### src/rtl/rr_arbiter_hold_n.sv
// N-way round-robin arbiter; the owner keeps its grant until it drops its request.
// Define RR_ARB_HOLD_LIMIT_EN to pre-empt an owner after MAX_HOLD cycles when others are waiting.
module rr_arbiter_hold_n #(
    parameter int N        = 4,
    parameter int MAX_HOLD = 8
) (
    input  logic                 clk,
    input  logic                 rst,
    input  logic [N-1:0]         req,
    output logic [N-1:0]         grant,
    output logic                 grant_valid,
    output logic [$clog2(N)-1:0] grant_id
);

    localparam int IW = $clog2(N);

    typedef enum logic {
        S_IDLE  = 1'b0,
        S_GRANT = 1'b1
    } state_t;

    state_t         r_state;
    state_t         w_state_nx;
    logic [N-1:0]   r_grant;
    logic [N-1:0]   w_grant_nx;
    logic           r_valid;
    logic [IW-1:0]  r_grant_id;
    logic [IW-1:0]  w_id_nx;
    logic [IW-1:0]  r_ptr;
    logic [IW-1:0]  w_ptr_nx;

    logic [N-1:0]   w_arb_req;
    logic [IW:0]    w_cand;
    logic           w_found;
    logic [IW-1:0]  w_win;

    logic           w_owner_req;
    logic           w_others;
    logic           w_keep;
    logic           w_do_arb;
    logic           w_release;

`ifdef RR_ARB_HOLD_LIMIT_EN
    localparam int HW = (MAX_HOLD > 1) ? $clog2(MAX_HOLD) : 1;
    localparam logic [HW-1:0] HOLD_LAST = HW'(MAX_HOLD - 1);

    logic [HW-1:0]  r_hold_cnt;
    logic [HW-1:0]  w_hold_nx;
    logic           w_limit;
`endif

    // r_grant is zero in IDLE, so masking it only excludes the current owner in GRANT.
    always_comb begin : arb_search
        w_arb_req = req & ~r_grant;
        w_found   = 1'b0;
        w_win     = '0;
        w_cand    = '0;
        for (int k = 0; k < N; k++) begin
            w_cand = {1'b0, r_ptr} + (IW+1)'(k);
            if (w_cand >= (IW+1)'(N)) begin
                w_cand = w_cand - (IW+1)'(N);
            end
            if (!w_found && w_arb_req[w_cand[IW-1:0]]) begin
                w_found = 1'b1;
                w_win   = w_cand[IW-1:0];
            end
        end
    end

    always_comb begin : owner_status
        w_owner_req = req[r_grant_id];
        w_others    = |(req & ~r_grant);
`ifdef RR_ARB_HOLD_LIMIT_EN
        w_limit     = (r_hold_cnt == HOLD_LAST);
        w_keep      = w_owner_req && !(w_limit && w_others);
`else
        w_keep      = w_owner_req;
`endif
    end

    always_comb begin : fsm_next
        w_state_nx = r_state;
        w_grant_nx = r_grant;
        w_id_nx    = r_grant_id;
        w_ptr_nx   = r_ptr;
        w_do_arb   = 1'b0;
        w_release  = 1'b0;
`ifdef RR_ARB_HOLD_LIMIT_EN
        w_hold_nx  = r_hold_cnt;
`endif

        case (r_state)
            S_IDLE: begin
                if (|req) begin
                    w_do_arb = 1'b1;
                end
            end
            S_GRANT: begin
                if (w_keep) begin
`ifdef RR_ARB_HOLD_LIMIT_EN
                    if (!w_limit) begin
                        w_hold_nx = r_hold_cnt + 1'b1;
                    end
`endif
                end else if (w_others) begin
                    w_do_arb = 1'b1;
                end else begin
                    w_release = 1'b1;
                end
            end
            default: begin
                w_release = 1'b1;
            end
        endcase

        if (w_do_arb && w_found) begin
            w_state_nx         = S_GRANT;
            w_grant_nx         = '0;
            w_grant_nx[w_win]  = 1'b1;
            w_id_nx            = w_win;
            w_ptr_nx           = (w_win == IW'(N - 1)) ? '0 : w_win + 1'b1;
`ifdef RR_ARB_HOLD_LIMIT_EN
            w_hold_nx          = '0;
`endif
        end

        if (w_release) begin
            w_state_nx = S_IDLE;
            w_grant_nx = '0;
            w_id_nx    = '0;
        end
    end

    always_ff @(posedge clk) begin
        if (rst) begin
            r_state    <= S_IDLE;
            r_grant    <= '0;
            r_valid    <= 1'b0;
            r_grant_id <= '0;
            r_ptr      <= '0;
`ifdef RR_ARB_HOLD_LIMIT_EN
            r_hold_cnt <= '0;
`endif
        end else begin
            r_state    <= w_state_nx;
            r_grant    <= w_grant_nx;
            r_valid    <= |w_grant_nx;
            r_grant_id <= w_id_nx;
            r_ptr      <= w_ptr_nx;
`ifdef RR_ARB_HOLD_LIMIT_EN
            r_hold_cnt <= w_hold_nx;
`endif
        end
    end

    assign grant       = r_grant;
    assign grant_valid = r_valid;
    assign grant_id    = r_grant_id;

    a_onehot: assert property (@(posedge clk) disable iff (rst) $onehot0(grant));
    a_valid:  assert property (@(posedge clk) disable iff (rst) grant_valid == (|grant));
    a_id:     assert property (@(posedge clk) disable iff (rst)
                               (grant == '0) ? (grant_id == '0) : grant[grant_id]);

endmodule

### config.mk
export PLATFORM = sky130hd
export DESIGN_NAME = rr_arbiter_hold_n
export DESIGN_NICKNAME = d
export VERILOG_FILES = /design/src/rtl/rr_arbiter_hold_n.sv
export SDC_FILE = /design/constraint.sdc
export NUM_CORES = 1
export LEC_CHECK = 0
export ABC_CLOCK_PERIOD_IN_PS = 2800
export CAP_MARGIN = 25
export CELL_PAD_IN_SITES_DETAIL_PLACEMENT = 1
export CELL_PAD_IN_SITES_GLOBAL_PLACEMENT = 1
export CORE_MARGIN = 4
export CORE_UTILIZATION = 38
export CTS_BUF_LIST = sky130_fd_sc_hd__clkbuf_4
export CTS_CLUSTER_SIZE = 28
export DETAILED_ROUTE_END_ITERATION = 12
export GPL_TIMING_DRIVEN = 0
export MAX_ROUTING_LAYER = met4
export PLACE_DENSITY_LB_ADDON = 0.12
export SYNTH_ARGS = -nofsm -noshare
export SYNTH_HDL_FRONTEND = slang
export SYNTH_SLANG_ARGS = --single-unit
### constraint.sdc
create_clock -name clk -period 2.8 [get_ports clk]
set_input_delay 0.42 -clock clk [delete_from_list [all_inputs] [get_ports clk]]
set_output_delay 0.42 -clock clk [all_outputs]
set_load 0.1 [all_outputs]
==> impl_metrics.json <==
{
  "peakVddDrop_mv": 0.645,
  "holdBufCountCts": 0,
  "cts_buffers": 3,
  "placed_area_sq_um": 798,
  "cts.clk_slew.worst_paths_ns": 0.06,
  "cpMaxStageDelayCell": "clkdlybuf4s50_1",
  "critPathLaunchType": "input pin",
  "final-setup-viol-count": 0,
  "p_clk_share_pct": 9.4,
  "yosys.area.top_type_share_pct": 30.7,
  "dr_total_vias": 637,
  "critPathRequiredTime_ns": 2.93,
  "synthArstFlopShare_pct": 0,
  "synth_top_area_cell": "dfxtp_1",
  "area_delta_synth_final_pct": 29.5,
  "regArea_sq_um": 205,
  "portBuffers": 12,
  "p_sw_share_pct": 53.8,
  "cp_max_fo": 5,
  "post_drt_wl_per_cell_um": 17.2,
  "setup_ws_ns": 0.168,
  "path_class": "input pin to flip-flop",
  "internal-power_uw": 471,
  "slew_viol_final": 0,
  "grt_pass1_vias": 665,
  "final_cell_mix": "12 x clkdlybuf4s50_1, 7 x a21oi_1, 6 x dfxtp_1",
  "post-place-ws_ns": -0.656,
  "cts_max_path_buffers": 2,
  "synth.area.top_cells": "dfxtp_1 31%, ha_1 7.7%, a21oi_1 5.4%, o32ai_1 5.4%, or3b_2 5.4%",
  "cp_top_family": "compound AO/OA/AOI/OAI gates",
  "grt_overflow": 0,
  "synth_cell_types": 33,
  "fin_skew_ns": 0.000492,
  "grt_start_max_net_pins": 11,
  "yosysWarnings": 0,
  "finalHoldViolCount": 0,
  "synth_edf_count": 0,
  "grt_pass1_wl_um": 3150,
  "period_needed_ns": 2.63,
  "num-fill-cells": 188,
  "cp-end-kind": "flip-flop",
  "drtIter0Drc": 14,
  "drcViolationCount": 0,
  "multiInputGateArea_sq_um": 448,
  "die_y_um": 49.5,
  "cellLeakagePower_uw": 0.000332,
  "core_sq_mm": 0.00156,
  "grt_usage_pct": 17.1,
  "synth_cells": 75,
  "dp_hpwl_um": 1400,
  "slowest_delay_ns": 0.50,
  "p_comb_share_pct": 66.0,
  "clock-sinks": 10,
  "syn_area_sq_um": 653,
  "worst_pin_slew_ns": 0.968,
  "antenna_found_initial": 0,
  "place.gp.congestion": 0.803,
  "p_per_area_mw_per_mm2": 1210,
  "path_buf_inv": 1,
  "cts_max_level": 1,
  "antenna_cells": 0,
  "dr.pass1.iters": 4,
  "routed_via_density": 6.01,
  "num_rows": 14,
  "rsz0062_at_grt": "no",
  "wl_um": 1830,
  "cts_root_buf": "clkbuf_4",
  "final_nets": 102,
  "die_area_sq_mm": 0.00245,
  "die_x_um": 49.5,
  "finalCritPeriodShare_pct": 94.0,
  "worstPathCellList": "clkdlybuf4s50_1, nor2b_2, a2bb2oi_1, o211ai_1, or2_2, ha_1, o41ai_1, o32ai_1",
  "postLayoutCellArea_sq_um": 846,
  "p_sw_uw": 549,
  "layout_commonest_cell": "clkdlybuf4s50_1",
  "worst_ep_arrival_time_ns": 2.76,
  "setup_tns_ns": 0,
  "status": "finished clean",
  "max_freq_ghz": 0.380,
  "yosys_register_bits": 10,
  "final_antenna_net_count": 0,
  "start_util_pct": 41.9,
  "yosysSeqAreaShare_pct": 30.7,
  "clk_latency_ns": 0.26,
  "whs_ns": 0.513,
  "cts_tree": "built",
  "maxCapViolations": 0,
  "syn_nets": 85,
  "hp-class": "flip-flop to flip-flop",
  "slew_headroom_pct": 35.3,
  "syn_area_per_cell_sq_um": 8.71,
  "ioPinCount": 13,
  "layout-drive-gt1-share_pct": 23.3,
  "seqPwrFrac_pct": 24.6,
  "synth-main-ff-cell": "dfxtp_1"
}
repair_timing:
item                                   CTS  global route
resized for setup                        3             1
endpoints found under the hold margin    0             0
pin swaps                                0             1
setup endpoints to repair                5             2
buffers inserted                         0             0
cell families after synthesis:
| group | count (synthesis) | synth area share [%] |
|---|---|---|
| AO/OA/AOI/OAI | 27 | 28.5 |
| buffers and inverters | 6 | 4.60 |
| flip-flops | 10 | 30.7 |
| AND/OR/NAND/NOR | 26 | 25.5 |
| multiplexers | 2 | 3.07 |
| adder cells (fa/ha/maj) | 4 | 7.66 |
state kept, by name, indices dropped and copies added (netlist names):
| register | count |
|---|---|
| grant_id | 2 |
| grant | 4 |
| r_state | 1 |
| r_ptr | 2 |
| grant_valid | 1 |
cells in the mapped netlist, drive strengths merged (2+ instances only):
cell,n
dfxtp,10
a21oi,7
o21ai,5
ha,4
inv,4
nor2,4
nor2b,4
o32ai,4
or3b,4
nand2,3
buf,2
mux2i,2
nor4,2
or2,2
or3,2
power by group through the flow:
| stage | Clock (uW) | Sequential, uW | Combinational (uW) |
|---|---|---|---|
| 2_1_floorplan | 0 | 487 | 266 |
| 3_3_place_gp | 0 | 250 | 648 |
| 3_5_place_dp | 0 | 254 | 658 |
| 4_1_cts | 102 | 251 | 676 |
| 5_1_grt | 111 | 261 | 720 |
| 6_report | 95.7 | 251 | 673 |
worst paths after layout:
kind	start	to	slack, ns	depth (start not counted)
max reg2reg	grant[0]	r_ptr[1]	0.52	7
min reg2reg	grant[1]	grant[1]	0.51	2
min	grant[1]	grant[1]	0.51	2
max	req[1]	grant_valid	0.17	8
per-layer routing:
metal	part of all wire [%]	vias up	global-route usage, %
li1	-	315	-
met4	1.6	0	6.91
met2	48	15	29.2
met5	0	-	-
met3	4.2	2	2.71
met1	46	305	19.9
cell type report:
| type | count | area share [%] |
|---|---|---|
| repair buffers | 12 | 14.2 |
| multi-input cells | 59 | 53.0 |
| plain buffers | 2 | 1.78 |
| clock buffers | 3 | 2.66 |
| flip-flops and latches | 10 | 24.3 |
| well taps | 16 | 2.37 |
| inverters | 4 | 1.78 |
stage by stage:
step	power [uW]	util, %	instances
after floorplan	753	-	75
after global placement	898	51.2	103
after detailed placement	912	51.2	103
after CTS	1030	54.1	106
after global routing	1090	54.3	106
final	1020	54.3	106
tightest hold or removal path, stage by stage (launching register included):
cell and delay (ns):
dfxtp_2 0.34, o21ai_0 0.07, a21oi_1 0.06
No activity file was read; power rests on OpenSTA's default activity.
